**src/rtl/memtest_pkg.sv**
```systemverilog
// Shared types and helpers for the SDRAM memory-test master.
//   state_e        : top-level FSM states
//   LFSR_MASK      : Galois feedback mask for the optional LFSR pattern
//   next_pattern() : one Galois LFSR step
package memtest_pkg;
  typedef enum logic [1:0] {IDLE, WRITE, READ, DONE} state_e;

  localparam logic [15:0] LFSR_MASK = 16'hB400;

  function automatic logic [15:0] next_pattern(input logic [15:0] s);
    return s[0] ? ((s >> 1) ^ LFSR_MASK) : (s >> 1);
  endfunction
endpackage

```
**src/rtl/memtest_pattern_gen.sv**
```systemverilog
// Test-pattern generator. One instance produces write data and a second one
// reproduces the same sequence for checking read data.
//   clk, rst_n : clock, async active-low reset
//   clear      : restart the sequence from its first value
//   advance    : step to the next value
//   pattern    : current pattern word
// MEMTEST_LFSR_EN selects a 16-bit Galois LFSR seeded with SEED; otherwise the
// pattern is the word index XOR SEED and no LFSR logic exists.
module memtest_pattern_gen
  import memtest_pkg::*;
#(
  parameter int          DATA_W = 16,
  parameter logic [15:0] SEED   = 16'hACE1
) (
  input  logic              clk,
  input  logic              rst_n,
  input  logic              clear,
  input  logic              advance,
  output logic [DATA_W-1:0] pattern
);
`ifdef MEMTEST_LFSR_EN
  logic [15:0] lfsr_q, lfsr_d;

  always_comb begin
    lfsr_d = lfsr_q;
    if (clear)        lfsr_d = SEED;
    else if (advance) lfsr_d = next_pattern(lfsr_q);
  end

  always_ff @(posedge clk or negedge rst_n)
    if (!rst_n) lfsr_q <= SEED;
    else        lfsr_q <= lfsr_d;

  assign pattern = DATA_W'(lfsr_q);
`else
  logic [DATA_W-1:0] idx_q, idx_d;

  always_comb begin
    idx_d = idx_q;
    if (clear)        idx_d = '0;
    else if (advance) idx_d = idx_q + 1'b1;
  end

  always_ff @(posedge clk or negedge rst_n)
    if (!rst_n) idx_q <= '0;
    else        idx_q <= idx_d;

  assign pattern = idx_q ^ DATA_W'(SEED);
`endif
endmodule

```
**src/rtl/sdram_memtest_master.sv**
```systemverilog
// Avalon-MM memory-test initiator: on start, writes NWORDS pattern words from
// BASE, reads them back with up to MAX_PEND pipelined reads and compares.
//   clk_clk, reset_reset_n : clock, async active-low reset
//   start                  : 1-cycle pulse, honoured in IDLE/DONE only
//   busy, done, pass       : test status (pass valid while done)
//   err_count              : saturating mismatch count
//   first_err_addr         : byte address of first mismatch (0 if none)
//   avm_*                  : Avalon-MM master port
// Option macro: MEMTEST_LFSR_EN (LFSR pattern instead of index^SEED).
module sdram_memtest_master
  import memtest_pkg::*;
#(
  parameter int          ADDR_W   = 25,
  parameter int          DATA_W   = 16,
  parameter int unsigned BASE     = 0,
  parameter int          NWORDS   = 1024,
  parameter int          MAX_PEND = 4,
  parameter logic [15:0] SEED     = 16'hACE1
) (
  input  logic                clk_clk,
  input  logic                reset_reset_n,
  input  logic                start,
  output logic                busy,
  output logic                done,
  output logic                pass,
  output logic [15:0]         err_count,
  output logic [ADDR_W-1:0]   first_err_addr,
  output logic [ADDR_W-1:0]   avm_address,
  output logic                avm_read,
  output logic                avm_write,
  output logic [DATA_W-1:0]   avm_writedata,
  output logic [DATA_W/8-1:0] avm_byteenable,
  input  logic                avm_waitrequest,
  input  logic [DATA_W-1:0]   avm_readdata,
  input  logic                avm_readdatavalid
);
  localparam int BE_W   = DATA_W / 8;
  localparam int CNT_W  = $clog2(NWORDS + 1);
  localparam int PEND_W = $clog2(MAX_PEND + 1);
  localparam logic [CNT_W-1:0] LAST = CNT_W'(NWORDS - 1);

  state_e              state_q, state_d;
  logic [CNT_W-1:0]    idx_q, idx_d, issued_q, issued_d, received_q, received_d;
  logic [PEND_W-1:0]   pend_q, pend_d;
  logic [15:0]         err_q, err_d;
  logic [ADDR_W-1:0]   ferr_q, ferr_d;
  logic [DATA_W-1:0]   wr_pat, chk_pat;
  logic                start_go, wr_acc, rd_acc, rdv_ok, mismatch;

  function automatic logic [ADDR_W-1:0] word_addr(input logic [CNT_W-1:0] n);
    return ADDR_W'(BASE) + ADDR_W'(n) * ADDR_W'(BE_W);
  endfunction

  assign start_go = start && (state_q == IDLE || state_q == DONE);
  assign wr_acc   = avm_write && !avm_waitrequest;
  assign rd_acc   = avm_read && !avm_waitrequest;
  // Strobes with nothing outstanding (or outside READ) are stray and dropped.
  assign rdv_ok   = (state_q == READ) && avm_readdatavalid && (pend_q != '0);
  assign mismatch = rdv_ok && (avm_readdata != chk_pat);

  memtest_pattern_gen #(.DATA_W(DATA_W), .SEED(SEED)) u_wr_gen (
    .clk(clk_clk), .rst_n(reset_reset_n), .clear(start_go), .advance(wr_acc),
    .pattern(wr_pat));

  memtest_pattern_gen #(.DATA_W(DATA_W), .SEED(SEED)) u_chk_gen (
    .clk(clk_clk), .rst_n(reset_reset_n), .clear(start_go), .advance(rdv_ok),
    .pattern(chk_pat));

  // State register
  always_ff @(posedge clk_clk or negedge reset_reset_n)
    if (!reset_reset_n) state_q <= IDLE;
    else                state_q <= state_d;

  // Next-state logic
  always_comb begin
    state_d = state_q;
    case (state_q)
      IDLE, DONE: if (start)                         state_d = WRITE;
      WRITE:      if (wr_acc && idx_q == LAST)       state_d = READ;
      READ:       if (rdv_ok && received_q == LAST)  state_d = DONE;
      default:                                       state_d = IDLE;
    endcase
  end

  // Outputs: all derived from registered state, so they hold during a stall.
  always_comb begin
    busy          = (state_q == WRITE) || (state_q == READ);
    done          = (state_q == DONE);
    pass          = (state_q == DONE) && (err_q == '0);
    avm_write     = (state_q == WRITE);
    avm_read      = (state_q == READ) && (issued_q < CNT_W'(NWORDS)) &&
                    (pend_q < PEND_W'(MAX_PEND));
    avm_address   = '0;
    avm_writedata = '0;
    if (avm_write) begin
      avm_address   = word_addr(idx_q);
      avm_writedata = wr_pat;
    end else if (avm_read) begin
      avm_address   = word_addr(issued_q);
    end
  end

  assign avm_byteenable = '1;
  assign err_count      = err_q;
  assign first_err_addr = ferr_q;

  // Counters and result registers
  always_comb begin
    idx_d      = idx_q;
    issued_d   = issued_q;
    received_d = received_q;
    pend_d     = pend_q;
    err_d      = err_q;
    ferr_d     = ferr_q;
    if (start_go) begin
      idx_d      = '0;
      issued_d   = '0;
      received_d = '0;
      pend_d     = '0;
      err_d      = '0;
      ferr_d     = '0;
    end else begin
      if (wr_acc) idx_d    = idx_q + 1'b1;
      if (rd_acc) issued_d = issued_q + 1'b1;
      case ({rd_acc, rdv_ok})
        2'b10:   pend_d = pend_q + 1'b1;
        2'b01:   pend_d = pend_q - 1'b1;
        default: pend_d = pend_q;
      endcase
      if (rdv_ok) received_d = received_q + 1'b1;
      if (mismatch) begin
        if (err_q != 16'hFFFF) err_d = err_q + 16'd1;
        // err_q never returns to zero once set, so it marks "first".
        if (err_q == '0) ferr_d = word_addr(received_q);
      end
    end
  end

  always_ff @(posedge clk_clk or negedge reset_reset_n)
    if (!reset_reset_n) begin
      idx_q      <= '0;
      issued_q   <= '0;
      received_q <= '0;
      pend_q     <= '0;
      err_q      <= '0;
      ferr_q     <= '0;
    end else begin
      idx_q      <= idx_d;
      issued_q   <= issued_d;
      received_q <= received_d;
      pend_q     <= pend_d;
      err_q      <= err_d;
      ferr_q     <= ferr_d;
    end
endmodule
```
**config.mk**
```make
export PLATFORM = sky130hd
export DESIGN_NAME = sdram_memtest_master
export DESIGN_NICKNAME = d
export VERILOG_FILES = /design/src/rtl/memtest_pkg.sv /design/src/rtl/memtest_pattern_gen.sv /design/src/rtl/sdram_memtest_master.sv
export SDC_FILE = /design/constraint.sdc
export NUM_CORES = 1
export LEC_CHECK = 0
export CORE_MARGIN = 2
export CORE_UTILIZATION = 48
export DETAILED_ROUTE_END_ITERATION = 8
export GPL_ROUTABILITY_DRIVEN = 0
export PLACE_DENSITY = 0.85
export SLEW_MARGIN = 0
export SYNTH_ARGS = -nofsm -noshare
export SYNTH_HDL_FRONTEND = slang
export SYNTH_HIERARCHICAL = 1
export SYNTH_SLANG_ARGS = --single-unit
export TNS_END_PERCENT = 20
```
**constraint.sdc**
```tcl
create_clock -name clk_clk -period 2.2 [get_ports clk_clk]
set_input_delay 0.55 -clock clk_clk [delete_from_list [all_inputs] [get_ports clk_clk]]
set_output_delay 0.55 -clock clk_clk [all_outputs]
set_load 0.01 [all_outputs]
```
# After elaboration in Yosys (flattened, before gate mapping)
# Cells that the tools add are included.
[word_totals]
word_cells = 86
in_bits = 21
output_inout_bits = 89
reg_bits = 111
[classes]
muxes = 25
n_reduce_logical = 28
n_lt_le_gt_ge = 2
eq_ne = 12
n_bitwise = 2
addsub = 8
[op_table]
columns = ["operator", "count"]
rows = [
  ["$mux W16", 8],
  ["$mux W25", 3],
  ["$mux W11", 6],
  ["$add A16 B1 Y16 const B", 3],
  ["$add A11 B1 Y11 const B", 3],
  ["$mux W12", 2],
  ["$eq A11 B10 Y1 const B", 2],
  ["$logic_not A16 Y1", 1],
  ["$ne A16 B16 Y1", 1],
  ["$ne A16 B16 Y1 const B", 1],
  ["$not A8 Y8", 2],
  ["$reduce_bool A2 Y1", 6],
  ["$logic_and A1 B1 Y1", 11],
  ["$lt A11 B11 Y1 const B", 1],
  ["$eq A2 B2 Y1 const B", 3],
  ["$mux W2", 3],
  ["$pmux W2 S3", 1],
  ["$pmux W3 S2", 1],
  ["$reduce_bool A3 Y1", 2],
  ["$eq A2 B1 Y1 const B", 2],
  ["$ne A2 B2 Y1 const B", 2],
  ["$reduce_and A2 Y1", 2],
  ["$add A3 B1 Y3 const B", 1],
  ["$lt A3 B3 Y1 const B", 1],
  ["8 further kinds", 9],
]

# Longest topological paths before layout
# Gate-level depths: netlist of run 1.
[logic_depth]
ltp_word = 7
depth_mapped = 11
depth_no_buf = 10

# Hierarchy
# The synthesis of run 1 kept the hierarchy.
[modules_own_cells]
columns = ["module", "instances", "seq_area_each_um2", "area_each_um2", "cells_each"]
rows = [
  ["sdram_memtest_master", 1, 1626.6, 4056.4, 472],
  ["memtest_pattern_gen", 2, 400.4, 917.1, 94],
]

# Worst setup path before layout of run 1
# No wires, ideal clock.
[synth_path]
path_type = "reg2reg"
start = "reg state_q[0]"
end = "reg u_chk_gen.idx_q[14]"
setup_slack_ns = -0.103
setup_time_ns = 0.132
arrival_time_ns = 2.171
path_buffers = 2
t_required_ns = 2.068
period_less_slack_ns = 2.303
path_stages_with_launch = 11
path_cell_list = "dfrtp_1 inv_1 ha_1 nand2_1 clkinv_1 clkbuf_1 buf_6 o2111ai_4 nor4_2 xnor2_1 nor2_1"
[synth_via]
elab_chain_len = 4
elab_cells_between_ends = 9
cone_classes = "eq/ne (2); mux (1); reduce/logical (6)"
[synth_lines]
columns = ["item", "line", "source"]
rows = [
  ["start: declaration", "sdram_memtest_master.sv:42", "state_e state_q, state_d;"],
  ["start signal: assignment", "sdram_memtest_master.sv:72", "else state_q <= state_d;"],
  ["$eq A2 B2 Y1 or $logic_not A2 Y1 (tied branches)", "sdram_memtest_master.sv:54", "assign start_go = start && (state_q == IDLE || state_q == DONE);"],
  ["$logic_or A1 B1 Y1 (*)", "sdram_memtest_master.sv:54", ""],
  ["$logic_and A1 B1 Y1 (*)", "sdram_memtest_master.sv:54", ""],
  ["via start_go", "sdram_memtest_master.sv:48", "logic start_go, wr_acc, rd_acc, rdv_ok, mismatch;"],
  ["$mux W16 or $reduce_bool A2 Y1 (tied branches)", "--", ""],
  ["end signal: assignment", "memtest_pattern_gen.sv:46", "else idx_q <= idx_d;"],
  ["end: declaration", "memtest_pattern_gen.sv:36", "logic [DATA_W-1:0] idx_q, idx_d;"],
]
# The timed path passes the listed nets; every way through them passes the cells marked *.
# A chain may end at the register's enable or synchronous reset.

# Final worst setup path of run 1
[layout_path]
start = "reg state_q[0]"
end = "out avm_address[9]"
[layout_via]
elab_chain_len = 5
elab_cells_between_ends = 6
cone_classes = "eq/ne (2); mux (2); reduce/logical (2)"
[layout_lines]
columns = ["item", "line", "source"]
rows = [
  ["$eq A2 B2 Y1", "sdram_memtest_master.sv:91", "avm_read = (state_q == READ) && (issued_q < CNT_W'(NWORDS)) &&"],
  ["$logic_and A1 B1 Y1 (2 in series)", "sdram_memtest_master.sv:91", ""],
  ["$mux W12", "sdram_memtest_master.sv:98", "end else if (avm_read) begin"],
  ["$mux W12 (*)", "sdram_memtest_master.sv:95", "if (avm_write) begin"],
  ["end: declaration", "sdram_memtest_master.sv:28", "output logic [ADDR_W-1:0] avm_address,"],
]
# Every way passes the cells marked *; elsewhere a longest branch is shown, timed or not.

==> results.yml, run 1 <==
run_status:
  outcome: "finished, violations left"
  violations: "negative setup slack"
pwr:
  powerDensity_nw_per_um2: 617
  p_leak_nw: 3.25
  power.switching_w: 0.00142
  p_int_w: 0.00322
  comb_power_share: 0.262
  power_frac_clock: 0.331
  seqPwrFrac: 0.406
  vdd_ir_drop_max_mv: 0.433
  switching_share: 0.306
setup_path:
  crit_arrival_ns: 1.74
  cp_max_fo: 6
  startpoint_type: "flop"
  required_ns: 1.65
  cp_cell_sequence: "inv_2 -> ha_4 -> nor3b_4 -> buf_6 -> buf_12 -> nand2_2 -> o21ai_2 -> buf_2"
  slowest_stage: "dfrtp_1"
  end_kind: "primary output"
  max_stage_delay_ns: 0.39
  critPathKind: "reg2out"
die:
  die_w_um: 115
  start_util: 0.490
  ios: 110
  die_area_um2: 13200
  coreArea_um2: 12000
  dieHeight_um: 115
  rows: 40
clock_tree:
  cts_buffer_depth: 2
  cts-root-buf: "clkbuf_16"
  cts_tree: "yes"
  htree_levels: 3
  clkSinkCount: 97
  hold_buffers: 0
  clk_pin_slew_ns: 0.07
  numCtsBuffers: 9
  clock_latency_ns: 0.34
place:
  io_buffers: 79
  hpwl_um: 9900
drt:
  drc: 0
  finalWirelength_um: 14200
  avgViaCountPerCell: 5.42
  vias: 5077
  avgRoutedWirePerCell_um: 15.2
  dr.pass1.iters: 4
  antenna_left: 0
  drt-initial-drc-count: 358
logic_synthesis:
  yosys_register_bits: 97
  synth_edf_count: 0
  synthCells: 660
  syn-mean-instance-area_um2: 8.93
  synth-seq-area-share: 0.412
  synth_cell_types: 54
  synth.cell_area_um2: 5890
  yosysWarnings: 6
  synth_flop_cell: "dfrtp_1"
  async_reset_ff_frac: 1.00
  netlist.area_leader.share: 0.412
  synth_commonest_cells: "dfrtp_1, nor2_1, nand2_1"
  yosysMostFrequentCell: "dfrtp_1"
  synth_area_leaders: "dfrtp_1, xnor2_1, buf_4, nor2_1, nand2_1"
  yosys.area.top_type: "dfrtp_1"
finish:
  register_area_um2: 2430
  finalNetCount: 816
  areaGrowthSynthToFinish_pct: 27.8
  fillers: 954
  antenna_cells: 0
  final_core_util: 0.627
  drive_gt1_frac: 0.217
  multi_input_area_um2: 3170
timing:
  fin_skew_ns: 0.00696
  hold_viol: 0
  period_share: 1.04
  fin_hold_ws_ns: 0.104
  post-route-min-period_ns: 2.29
  rsz0062_at_grt: "true"
  layout_setup_ws_ns: -0.0948
  slew_headroom: 0.591
  worst_pin_slew_ns: 0.608
  setup_viol: 7
  tns_ns: -0.324
  slew_viol_final: 0
  timing.fmax_ghz: 0.436
global_route:
  antenna_found_initial: 0
  grt-ovfl-total: 0
  grt_pass1_vias: 4923
  grt_pass1_wl_um: 23500
  gr-usage-all-layers: 0.220
  grt_max_degree: 54
min_path:
  worstHoldPathType: "in2async"
run:
  drv_cap: 0
-- state kept, by name, indices dropped and copies added (netlist names) --
| register | cells |
|---|---|
| u_wr_gen/idx_q | 16 |
| state_q | 2 |
| first_err_addr | 11 |
| idx_q | 11 |
| pend_q | 3 |
| received_q | 11 |
| err_count | 16 |
| u_chk_gen/idx_q | 16 |
| issued_q | 11 |
-- layout make-up --
cell class | count | share of cell area
clock inverter | 2 | 0.00515
multi-input combinational | 485 | 0.421
inverter | 34 | 0.0170
sequential | 97 | 0.323
timing repair buffer | 157 | 0.178
tap | 147 | 0.0244
clock buffer | 14 | 0.0324
-- metrics by stage --
stage               instances  total power (W)  setup WS, ns  cell area (µm²)
global route              936          0.00486        -0.165             7530
floorplan                 688          0.00257       -0.0573             6000
detailed placement        911          0.00311        -0.262             7100
finish                    936          0.00464       -0.0948             7530
CTS                       935          0.00461        -0.125             7380
global placement          911          0.00310        -0.250             7100
-- layer usage --
layer / wire [µm] / GRT usage / vias to the layer above
met5: 0 / 0 / -
met4: 281 / 0.0779 / 0
met3: 535 / 0.0274 / 25
met2: 7320 / 0.386 / 132
met1: 6100 / 0.283 / 2474
li1: - / - / 2446
-- cells in the final DEF (no fill, tap or decap), drive strengths merged, types with 6 or more instances in the layout --
cell type | synthesis | routed
buf | 53 | 102
dfrtp | 97 | 97
nor2 | 68 | 68
nand2 | 60 | 60
xnor2 | 47 | 47
clkdlybuf4s50 | 0 | 46
o21ai | 36 | 36
inv | 32 | 33
a21oi | 32 | 32
conb | 2 | 30
nand3 | 28 | 28
nand4 | 25 | 25
xor2 | 21 | 21
and2 | 19 | 19
nor3 | 18 | 18
clkbuf | 20 | 15
nor4 | 14 | 14
or3 | 13 | 13
ha | 10 | 10
or4 | 8 | 8
and3 | 6 | 6
-- power by group through the flow --
stage          registers, W  clock network, W  logic, W
6_report            0.00189           0.00154   0.00122
5_1_grt             0.00189           0.00163   0.00134
4_1_cts             0.00189           0.00156   0.00116
3_5_place_dp        0.00191                 0   0.00120
3_3_place_gp        0.00191                 0   0.00119
2_1_floorplan       0.00190                 0  0.000674
-- worst max-delay path, delay by kind of cell (launching register included) --
family	cells	cell delay (ns)
simple gates	2	0.25
flops	1	0.39
buf+inv	4	0.50
compound gates	1	0.14
fa+ha+maj	1	0.13
-- what timing repair did --
item                                    4_1_cts  5_1_grt
setup buffers                                 7        1
hold endpoints to repair                      0        0
gates cloned                                  1        2
resized for setup                           132       50
endpoints found under the setup margin       32       56
pin swaps                                     2        9
-- worst paths after layout --
kind                                   start                end  slack [ns]  cells past startpoint
min reg2reg                first_err_addr[7]  first_err_addr[7]        0.53                      2
min                            reset_reset_n      err_count[14]        0.10                      1
max in group asynchronous      reset_reset_n         state_q[1]        1.48                      2
min in group clk_clk       first_err_addr[7]  first_err_addr[7]        0.53                      2
max reg2reg                        pend_q[2]          pend_q[2]       -0.01                     10
max                               state_q[0]     avm_address[9]       -0.09                      8
-- cells by family after synthesis --
| family | after synthesis | share of synthesized area |
|---|---|---|
| AOI/OAI and AO/OA | 98 | 0.109 |
| xor gates and xnor gates | 68 | 0.101 |
| adders and majority gates | 11 | 0.0246 |
| buffers and inverters | 107 | 0.101 |
| DFF | 97 | 0.412 |
| muxes | 5 | 0.00850 |
| other | 2 | 0.00127 |
| and+or+nand+nor | 272 | 0.243 |
No activity file was read; power rests on OpenSTA's default activity.
==> inputs of run 2 (changes only) <==
HOLD_SLACK_MARGIN = 0.05   (was unset)
SKIP_LAST_GASP = 1   (was unset)
==> results.yml, run 2 (synthesis results as in run 1) <==
setup_path:
  crit_arrival_ns: 1.76
  slowest_stage: "dfrtp_1"
  startpoint_type: "flop"
  critPathTopFamily: "buffers and inverters"
  required_ns: 1.65
  r2r_cells: 10
  path_buf_inv: 4
  max_stage_delay_ns: 0.39
  r2r_slack_ns: 0
  timing.rr.start: "pend_q[2]"
  timing.rr.end: "pend_q[2]"
  cp_max_fo: 6
  critPathKind: "reg2out"
  cp_cell_sequence: "inv_2 -> ha_4 -> nor3b_4 -> buf_6 -> buf_12 -> nand2_1 -> o21ai_2 -> buf_2"
  end_kind: "primary output"
finish:
  antenna_cells: 0
  final_common_cell: "dfrtp_1"
  drive_gt1_frac: 0.194
  fillers: 956
  areaGrowthSynthToFinish_pct: 28.2
  final_cell_mix: "dfrtp_1, nor2_1, buf_4, nand2_1, clkdlybuf4s50_1"
  final_area_um2: 7550
  post_layout_nonfiller_instances: 936
  register_area_um2: 2430
  finalNetCount: 816
  multi_input_area_um2: 3140
timing:
  layout_setup_ws_ns: -0.113
  rsz0062_at_grt: "true"
  post-route-min-period_ns: 2.31
  hold_viol: 0
  fin_skew_ns: 0.00920
  period_share: 1.05
  worst_pin_slew_ns: 0.593
  setup_viol: 22
  slew_viol_final: 0
  slew_headroom: 0.601
  timing.fmax_ghz: 0.432
  fin_hold_ws_ns: 0.100
global_route:
  antenna_found_initial: 0
  grt_pass1_vias: 4928
  grtUsageMet1: 0.282
  grt_pass1_wl_um: 23400
  grt-ovfl-total: 0
  grt_util_met3: 0.0274
  grt_util_met2: 0.383
  gr-usage-all-layers: 0.220
  grt_max_degree: 54
  top_usage_layer: "met2"
die:
  coreArea_um2: 12000
  dieHeight_um: 115
  rows: 40
  die_area_um2: 13200
  die_w_um: 115
  start_util: 0.490
  ios: 110
clock_tree:
  cts_tree: "yes"
  numCtsBuffers: 9
  clkSinkCount: 97
  clock_latency_ns: 0.34
  htree_levels: 3
  cts-root-buf: "clkbuf_16"
  cts_buffer_depth: 2
  clk_pin_slew_ns: 0.06
drt:
  avgViaCountPerCell: 5.43
  finalWirelength_um: 14200
  drt-initial-drc-count: 372
  avgRoutedWirePerCell_um: 15.2
  vias: 5087
  drc: 0
  antenna_left: 0
  dr.pass1.iters: 4
place:
  dp_slack_ns: -0.262
  place_area_um2: 7100
  dp.cells: 911
  hpwl_um: 9900
  io_buffers: 79
run_status:
  outcome: "finished, violations left"
  violations: "negative setup slack"
pwr:
  p_leak_nw: 3.25
  fin_total_pwr_w: 0.00467
  vdd_ir_drop_max_mv: 0.450
  powerDensity_nw_per_um2: 618
min_path:
  worstHoldPathType: "in2async"
run:
  drv_cap: 0
[run 2: cell types whose count changed in the layout (fill, tap and decap cells not counted), sizes merged]
cell / previous run / this run
buf: 102 / 89
clkdlybuf4s50: 46 / 49
dlygate4sd2: 5 / 6
clkdlybuf4s15: 3 / 12
[run 2: power breakdown]
part	total [W]	internal [W]	switching (W)	leakage, nW
clock network	0.00155	0.000887	0.000664	0.135
registers	0.00189	0.00183	0.0000594	1.34
logic	0.00123	0.000526	0.000700	1.77
[run 2: worst max path at each step]
stage / slack (ns) / to / depth (start not counted) / from
5_1_grt: -0.18 / avm_address[9] / 8 / state_q[0]
4_1_cts: -0.13 / first_err_addr[9] / 13 / err_count[0]
3_3_place_gp: -0.25 / err_count[7] / 6 / avm_readdatavalid
3_5_place_dp: -0.26 / err_count[14] / 7 / avm_readdatavalid
2_1_floorplan: -0.06 / pend_q[2] / 10 / state_q[0]
6_report: -0.11 / avm_address[9] / 8 / state_q[0]
[run 2: per-layer routing]
metal,wire [µm],vias up
met5,0,-
met4,345,0
met3,593,33
met2,7200,147
met1,6110,2462
li1,-,2445
[run 2: repair_timing]
item	in CTS	in global routing
pin swaps	2	6
setup buffers	7	1
hold buffers	0	0
cloned	1	2
setup endpoints to repair	32	62
resized for setup	97	42
[run 2: layout make-up]
type	count	share of cell area
well taps	147	0.0244
multi-input cells	485	0.416
flip-flops and latches	97	0.322
clock inverters	2	0.00514
repair buffers	157	0.184
clock buffers	14	0.0323
inverters	34	0.0169
[run 2: stage by stage]
step,utilization,setup TNS (ns)
after detailed placement,0.591,-11.87
final,0.629,-1.17
after floorplan,-,-0.0573
after global placement,0.591,-9.67
after CTS,0.619,-2.89
after global routing,0.629,-3.32
==> inputs of run 3 (changes only) <==
PLACE_DENSITY = 0.86   (was 0.85)
SYNTH_HIERARCHICAL = unset   (was 1)
==> results.yml, run 3 <==
run_status:
  outcome: "finished, violations left"
  violations: "negative setup slack"
global_route:
  antenna_found_initial: 0
  gr-usage-all-layers: 0.232
  grt_max_degree: 38
  grt_pass1_vias: 5055
  grt-ovfl-total: 0
  grt_pass1_wl_um: 23900
timing:
  fin_skew_ns: 0.00504
  setup_viol: 37
  layout_setup_ws_ns: -0.208
  post-route-min-period_ns: 2.41
  slew_viol_final: 0
  period_share: 1.09
  worst_pin_slew_ns: 0.629
  timing.fmax_ghz: 0.415
  rsz0062_at_grt: "true"
  hold_viol: 0
  slew_headroom: 0.574
drt:
  drc: 0
  vias: 5093
  dr.pass1.iters: 6
  avgViaCountPerCell: 5.60
  finalWirelength_um: 14800
  antenna_left: 0
  avgRoutedWirePerCell_um: 16.2
  drt-initial-drc-count: 303
finish:
  final_core_util: 0.649
  finalNetCount: 794
  final_cell_mix: "dfrtp_1, nor2_1, buf_4, nand2_1, clkdlybuf4s50_1"
  antenna_cells: 0
  multi_input_area_um2: 3030
  register_area_um2: 2430
  post_layout_nonfiller_instances: 910
  areaGrowthSynthToFinish_pct: 31.6
  drive_gt1_frac: 0.186
  final_common_cell: "dfrtp_1"
  fillers: 829
pwr:
  p_int_w: 0.00346
  power.switching_w: 0.00164
  power_frac_clock: 0.313
  fin_total_pwr_w: 0.00510
  p_leak_nw: 3.51
  powerDensity_nw_per_um2: 685
  vdd_ir_drop_max_mv: 0.455
  switching_share: 0.321
  comb_power_share: 0.310
  seqPwrFrac: 0.377
logic_synthesis:
  yosysMostFrequentCell: "dfrtp_1"
  synth_flop_cell: "dfrtp_1"
  synthCells: 621
  async_reset_ff_frac: 1.00
  yosysWarnings: 0
  synth_cell_types: 52
  netlist.area_leader.share: 0.429
  synth-seq-area-share: 0.429
  synth_edf_count: 0
  synth.cell_area_um2: 5660
  synth_commonest_cells: "dfrtp_1, nor2_1, nand2_1"
  synth_area_leaders: "dfrtp_1, xor2_1, nor2_1, nand2_1, buf_4"
  yosys_register_bits: 97
  yosys.area.top_type: "dfrtp_1"
  syn-mean-instance-area_um2: 9.11
clock_tree:
  cts_buffer_depth: 2
  cts-root-buf: "clkbuf_16"
  clock_latency_ns: 0.35
  cts_tree: "yes"
  htree_levels: 3
  clk_pin_slew_ns: 0.06
  clkSinkCount: 97
  numCtsBuffers: 9
run:
  drv_cap: 0
setup_path:
  r2r_slack_ns: -0.06
  startpoint: "state_q[0]"
  timing.rr.start: "state_q[0]"
  timing.rr.end: "issued_q[9]"
  startpoint_type: "flop"
  crit_arrival_ns: 1.86
  r2r_cells: 10
  critPathKind: "reg2out"
  end_kind: "primary output"
  cp_max_fo: 5
  crit_end: "avm_address[2]"
  required_ns: 1.65
place:
  dp.cells: 884
  io_buffers: 79
  hpwl_um: 10200
die:
  die_area_um2: 12700
  start_util: 0.493
  ios: 110
  rows: 39
  coreArea_um2: 11500
  dieHeight_um: 113
  die_w_um: 113
min_path:
  worstHoldPathType: "in2async"
-- run 3: cell count changes in the layout (fill, tap and decap cells not counted), sizes merged, moves of 11 or more --
cell | before | now
mux2i | 5 | 16
dlygate4sd2 | 6 | 18
clkdlybuf4s15 | 12 | 0
xnor2 | 47 | 23
xor2 | 21 | 43
a21oi | 32 | 15
-- run 3: layer usage --
layer,track usage,vias to the layer above,routed length [µm]
met5,0,-,0
met4,0.0870,0,376
met3,0.0432,38,992
met2,0.406,237,7640
met1,0.285,2472,5770
li1,-,2346,-
-- run 3: cells by family after synthesis --
| kind of cell | count (synthesis) | share of synthesized area |
|---|---|---|
| AO/OA/AOI/OAI | 80 | 0.0887 |
| XOR/XNOR | 66 | 0.102 |
| adder cells (fa/ha/maj) | 11 | 0.0257 |
| buffers and inverters | 80 | 0.0796 |
| AND/OR/NAND/NOR | 269 | 0.245 |
| other | 2 | 0.00133 |
| multiplexers | 16 | 0.0283 |
| flip-flops | 97 | 0.429 |
-- run 3: area by class of cell --
class	instances	area share
multi-input combinational	473	0.408
sequential	97	0.326
timing repair buffer	157	0.190
clock buffer	12	0.0331
tap	143	0.0240
inverter	24	0.0121
clock inverter	4	0.00689
-- run 3: timing repair --
action | 4_1_cts | 5_1_grt
hold buffers | 0 | 0
buffers inserted | 5 | 4
gates cloned | 2 | 1
setup endpoints to repair | 49 | 86
pin swaps | 3 | 11
gates resized for setup | 82 | 38
-- run 3: through the flow --
stage                     hold slack (ns)  setup slack [ns]  cell area, µm²  setup TNS (ns)
after detailed placement            0.514            -0.427            6960          -18.36
after CTS                           0.186            -0.201            7310           -3.33
after global routing                0.206            -0.267            7440           -8.28
after global placement              0.512            -0.382            6960          -13.87
after floorplan                     0.254            0.0471            5760               0
final                               0.174            -0.208            7440           -3.00
-- run 3: power by group through the flow --
stage | Combinational, W | Sequential [W] | Clock [W]
floorplan | 0.000794 | 0.00195 | 0
global placement | 0.00146 | 0.00195 | 0
global route | 0.00169 | 0.00193 | 0.00168
finish | 0.00158 | 0.00192 | 0.00160
detailed placement | 0.00151 | 0.00195 | 0
CTS | 0.00154 | 0.00192 | 0.00161
-- run 3: worst min path at each step --
stage                       from                end  slack, ns  cells after the start
2_1_floorplan      reset_reset_n       err_count[0]       0.25                      0
3_3_place_gp   first_err_addr[7]  first_err_addr[7]       0.51                      2
3_5_place_dp   first_err_addr[6]  first_err_addr[6]       0.51                      2
4_1_cts            reset_reset_n        issued_q[6]       0.19                      1
5_1_grt            reset_reset_n           idx_q[6]       0.21                      1
6_report           reset_reset_n        issued_q[6]       0.17                      1
-- run 3: worst max-delay path, cell delays in order (launching register included) --
cell and delay [ns]:
dfrtp_1 0.39, inv_1 0.06, ha_2 0.19, nor3b_4 0.26, buf_6 0.17, buf_6 0.11, nand2_2 0.05, o21ai_2 0.13
buf_2 0.15
